## config.mk

```make
export PLATFORM = sky130hd
export DESIGN_NAME = snoop_bcast_merge
export DESIGN_NICKNAME = d
export VERILOG_FILES = /design/src/rtl/snoop_bcast_merge.sv
export SDC_FILE = /design/constraint.sdc
export NUM_CORES = 1
export LEC_CHECK = 0
export BUFFER_PORTS_ARGS = -buffer_cell sky130_fd_sc_hd__buf_2
export CELL_PAD_IN_SITES_DETAIL_PLACEMENT = 0
export CELL_PAD_IN_SITES_GLOBAL_PLACEMENT = 1
export CORE_UTILIZATION = 32
export DETAILED_ROUTE_END_ITERATION = 8
export GPL_TIMING_DRIVEN = 0
export PLACE_DENSITY_LB_ADDON = 0.1
export SLEW_MARGIN = 25
export SYNTH_ARGS = -nofsm -noshare
export SYNTH_HDL_FRONTEND = slang
export SYNTH_SLANG_ARGS = --single-unit
```

## constraint.sdc

```tcl
create_clock -name clk_i -period 1.6 [get_ports clk_i]
set_input_delay 0.16 -clock clk_i [delete_from_list [all_inputs] [get_ports clk_i]]
set_output_delay 0.16 -clock clk_i [all_outputs]
set_load 0.03 [all_outputs]
```

## src/rtl/snoop_bcast_merge.sv

```systemverilog
// snoop_bcast_merge: broadcasts one AC snoop to a masked set of ports and merges their CR responses
module snoop_bcast_merge #(
   parameter int unsigned NumPorts      = 2,
   parameter int unsigned AddrWidth     = 64,
   parameter bit          FilterIllegal = 1'b1
) (
   input  logic                    clk_i,
   input  logic                    rst_ni,
   input  logic                    slv_ac_valid_i,
   output logic                    slv_ac_ready_o,
   input  logic [AddrWidth-1:0]    slv_ac_addr_i,
   input  logic [3:0]              slv_ac_snoop_i,
   input  logic [2:0]              slv_ac_prot_i,
   input  logic [NumPorts-1:0]     slv_ac_mask_i,
   output logic                    slv_cr_valid_o,
   input  logic                    slv_cr_ready_i,
   output logic [4:0]              slv_cr_resp_o,
   output logic [NumPorts-1:0]     mst_ac_valid_o,
   input  logic [NumPorts-1:0]     mst_ac_ready_i,
   output logic [AddrWidth-1:0]    mst_ac_addr_o,
   output logic [3:0]              mst_ac_snoop_o,
   output logic [2:0]              mst_ac_prot_o,
   input  logic [NumPorts-1:0]     mst_cr_valid_i,
   output logic [NumPorts-1:0]     mst_cr_ready_o,
   input  logic [5*NumPorts-1:0]   mst_cr_resp_i,
   output logic                    busy_o
);
   typedef enum logic [1:0] {IDLE, SNOOP, RESP} state_t;
   state_t              state_q;
   logic [NumPorts-1:0] pend_ac_q, pend_cr_q, cr_hs, pend_cr_d;
   logic [4:0]          resp_q, cr_merge;
   logic                legal;
   assign slv_ac_ready_o = state_q == IDLE;
   assign busy_o         = state_q != IDLE;
   assign slv_cr_valid_o = state_q == RESP;
   assign slv_cr_resp_o  = resp_q;
   assign mst_ac_valid_o = pend_ac_q;
   assign mst_cr_ready_o = pend_cr_q & ~pend_ac_q;
   assign cr_hs          = mst_cr_ready_o & mst_cr_valid_i;
   assign pend_cr_d      = pend_cr_q & ~cr_hs;
   assign legal          = !FilterIllegal || (slv_ac_snoop_i inside {4'b0000, 4'b0001, 4'b0010, 4'b0011,
                           4'b0111, 4'b1000, 4'b1001, 4'b1101, 4'b1110, 4'b1111});
   // OR together every response accepted this cycle
   always_comb begin
      cr_merge = '0;
      for (int p = 0; p < NumPorts; p++)
         if (cr_hs[p]) cr_merge |= mst_cr_resp_i[5*p +: 5];
   end
   // single-outstanding broadcast/collect FSM
   always_ff @(posedge clk_i or negedge rst_ni) begin
      if (!rst_ni) begin
         state_q        <= IDLE;
         pend_ac_q      <= '0;
         pend_cr_q      <= '0;
         resp_q         <= '0;
         mst_ac_addr_o  <= '0;
         mst_ac_snoop_o <= '0;
         mst_ac_prot_o  <= '0;
      end else begin
         case (state_q)
            IDLE: if (slv_ac_valid_i) begin
               mst_ac_addr_o  <= slv_ac_addr_i;
               mst_ac_snoop_o <= slv_ac_snoop_i;
               mst_ac_prot_o  <= slv_ac_prot_i;
               resp_q         <= legal ? 5'b00000 : 5'b00010;
               if (!legal || slv_ac_mask_i == '0) state_q <= RESP;
               else begin
                  pend_ac_q <= slv_ac_mask_i;
                  pend_cr_q <= slv_ac_mask_i;
                  state_q   <= SNOOP;
               end
            end
            SNOOP: begin
               pend_ac_q <= pend_ac_q & ~mst_ac_ready_i;
               pend_cr_q <= pend_cr_d;
               resp_q    <= resp_q | cr_merge;
               if (pend_cr_d == '0) state_q <= RESP;
            end
            RESP: if (slv_cr_ready_i) state_q <= IDLE;
            default: state_q <= IDLE;
         endcase
      end
   end
endmodule

```

# After elaboration in Yosys (flattened, before gate mapping)
# Index checks and enable logic that the tools add are counted.
# W data, S select, Z words.
# totals
ff_bits,82
in_bits,91
output_inout_bits,83
# classes
n_eq_ne,15
mux,14
bitwise_logic,9
n_reduce_logical,13
# op_table
operator,n
$eq A4 B4 Y1 const B,5
$mux W5,3
$mux W2,7
$or A5 B5 Y5,2
$pmux W5 S2,1
$reduce_bool A10 Y1,1
$and A2 B2 Y2,4
$eq A4 B2 Y1 const B,2
$pmux W2 S2,2
$logic_not A2 Y1,3
$ne A2 B2 Y1 const B,3
$not A2 Y2,3
$pmux W2 S3,1
$reduce_and A3 Y1,2
$eq A4 B1 Y1 const B,1
$eq A4 B3 Y1 const B,1
$logic_not A4 Y1,1
$reduce_and A2 Y1,2
$reduce_bool A2 Y1,2
$eq A2 B1 Y1 const B,1
$eq A2 B2 Y1 const B,1
$ne A2 B1 Y1 const B,1
$logic_not A1 Y1,1
$logic_or A1 B1 Y1,1

# Logic depth before layout (Yosys ltp)
# depth
depth_word,8
depth_mapped,6

# Least setup slack after synthesis
# Ideal clock, no wire load.
# synth_timing
path_type,register to register
startpoint,register state_q[0]
endpoint,register mst_ac_addr_o[0]
setup_time_ns,0.117
arrival_time_ns,1.218
setup_slack_ns,0.265
path_stages_with_launch,7
path_buffers,2
path_cell_list,dfrtp_1 > nor2_4 > nand2_2 > buf_4 > buf_4 > nand2_1 > nand2_1
# synth_between
elab_chain_len,2
# synth_lines
element,line,text
from (decl),29,state_t state_q;
from (signal assigned),52,state_q <= IDLE;
from (signal assigned),66,if (!legal || slv_ac_mask_i == '0) state_q <= RESP;
from (signal assigned),70,state_q <= SNOOP;
$logic_not A2 Y1,--,
net slv_ac_ready_o,10,"output logic slv_ac_ready_o,"
$reduce_and A2 Y1 (no line),--,
to (signal assigned),62,mst_ac_addr_o <= slv_ac_addr_i;
to (decl),20,"output logic [AddrWidth-1:0] mst_ac_addr_o,"
# The timed path passes the listed nets, and every way through them passes these cells.
# A chain may end at the register's enable or synchronous reset.

# Worst setup path after layout
# layout_timing
startpoint,register state_q[1]
endpoint,output slv_cr_valid_o
# layout_between
elab_chain_len,1
# layout_lines
element,line,text
$eq A2 B2 Y1,35,assign slv_cr_valid_o = state_q == RESP;
to (decl),15,"output logic slv_cr_valid_o,"
# Every way passes these cells.

==> out/results.tsv <==
metric	value	unit
status	finished clean	
clk_path_buf_depth	2	
powerDensity	2020	nW/um2
hpwl	6450	um
synth_largest_area_cell	dfrtp_1	
synth.net_count	459	
ir_drop	0.855	mV
slew_headroom	72.3	%
grt_pass1_wl	15100	um
io_pins	174	
antenna_found_initial	0	
finalCriticalPeriod	1.42	ns
cts_max_level	3	
tightest_slew	0.415	ns
via_per_inst	4.35	
ant_nets	0	
synth.distinct_cells	32	
crit_fanout	5	
crit_required	1.44	ns
cts.clk_slew.worst_paths	0.08	ns
yosysWarnings	0	
portBuffers	173	
die_area	10900	um2
crit_arrival	1.26	ns
finClkSkew	0.0120	ns
clk_latency	0.34	ns
finalMaxSlewViolations	0	
drtIter0Drc	164	
timing_worst_setup_path_type	reg2out	
placed_area	4420	um2
row_count	37	
numCtsBuffers	9	
ctsResizeCount	0	
synthesis.instances	368	
fin_area	5120	um2
grt_max_degree	43	
initial_core_util	32.8	%
synth.most_common_cell	nand2_1	
coreArea	10200	um2
syn_area_per_cell	9.13	um2
grt.total_usage	17.2	%
maxCapViolCount	0	
drc	0	
synth-edff-count	0	
route.final.wire_length	9010	um
clock_sink_count	82	
die_w	104	um
post-route-util	50.0	%
insertedDiodeCount	0	
wl_per_cell	12.1	um
post-route-period-util	88.6	%
synth.top_cell.area_share	61.1	%
rsz0062_at_grt	false	
ys.flop_type	dfrtp_1	
setup_viol	0	
place.gp.congestion	0.772	
finalHoldWorstSlack	0.0176	ns
drive_gt1_share	34.7	%
leakagePower	2.89	nW
synth_area	3360	um2
clock.fmax	0.705	GHz
layout.nets	693	
ys_seq_area_share	61.1	%
synthArstFlopShare	100	%
fp.dieH	104	um
area_delta_synth_final	52.4	%
critPathLaunchType	flop	
cts_root_buf	clkbuf_8	
synth-seq-cells	82	
dr_total_vias	3226	
first_global_vias	3218	
synth_common_cells	nand2_1 (219), dfrtp_1 (82), buf_6 (8), o21ai_0 (8), buf_2 (6)	
hold_violations	0	
drtPass1Iterations	4	
tritoncts	yes	
crit_path_end_kind	output port	
grt_overflow_total	0	
hold_path.class	in2reg	
yosys-top-cells-area	dfrtp_1 (61%), nand2_1 (24%), buf_6 (2.7%)	
==> critical path: stages, from the launching register on <==
cell	delay, ns
dfrtp_1	0.43
nor2b_1	0.25
buf_2	0.24
==> area by class of cell <==
cell class | instances | area [um2]
clock buffer | 10 | 128
multi-input combinational | 264 | 1150
sequential | 82 | 2050
clock inverter | 5 | 80.1
fill | 1020 | 5110
tap | 136 | 170
timing repair buffer | 223 | 1380
buffer | 17 | 139
inverter | 5 | 18.8
==> state kept, by name, summed over array words and instances (netlist names) <==
signal          cells
mst_ac_prot_o       3
mst_ac_valid_o      2
state_q             2
mst_ac_snoop_o      4
pend_cr_q           2
slv_cr_resp_o       5
mst_ac_addr_o      64
==> layout by cell type, fill, tap and decap left out, types with 4 or more instances in the layout <==
cell type and instances:
inv_1 5, dfrtp_1 82, clkbuf_8 9, o21ai_0 8
buf_6 9, nand2_1 219, buf_2 178, dlygate4sd3_1 49
nor2b_1 4, a22oi_1 4
==> cells by family after synthesis <==
logic type	after synthesis	synth area share [%]
fa+ha+maj	1	0.335
flops	82	61.1
compound gates	24	5.10
buf+inv	22	4.69
simple gates	239	28.8
==> path summary, 6_finish.rpt <==
path | end | start | slack, ns | cells after the start
worst max-delay path | slv_cr_valid_o | state_q[1] | 0.18 | 2
worst min-delay path | mst_ac_addr_o[49] | slv_ac_addr_i[49] | 0.02 | 3
worst max register to register | mst_ac_addr_o[3] | state_q[0] | 0.25 | 6
worst min register to register | mst_ac_addr_o[50] | mst_ac_addr_o[50] | 0.47 | 2
max in group asynchronous | mst_ac_addr_o[31] | rst_ni | 0.75 | 3
min in group asynchronous | mst_ac_addr_o[57] | rst_ni | 0.30 | 2
==> report_power, final <==
group	internal, mW	switching, mW
Sequential	3.03	0.524
Clock	0.869	0.724
Combinational	1.58	3.61
Total	5.48	4.86
==> per-layer routing <==
metal  track usage, %  vias to the layer above  part of all wire [%]
li1                 -                     1609                     -
met1             22.0                     1497                    45
met2             28.7                      111                    48
met3             3.76                        9                   6.5
met4             5.82                        0                  0.89
met5                0                        -                     0
==> repair_timing <==
| action | 4_1_cts | 5_1_grt |
|---|---|---|
| buffers inserted | 0 | 0 |
| hold buffers | 49 | 0 |
| hold endpoints to repair | 89 | 0 |
==> stage by stage <==
| step | worst slack (ns) | total power [mW] | instances | setup TNS (ns) |
|---|---|---|---|---|
| detailed placement | 0.206 | 8.76 | 678 | 0 |
| finish | 0.182 | 10.3 | 742 | 0 |
| floorplan | 0.265 | 7.09 | 368 | 0 |
| global placement | -0.357 | 8.67 | 677 | -28.84 |
| CTS | 0.165 | 10.5 | 742 | 0 |
| global route | 0.106 | 11.1 | 742 | 0 |
Power figures use the tool's default switching activity.
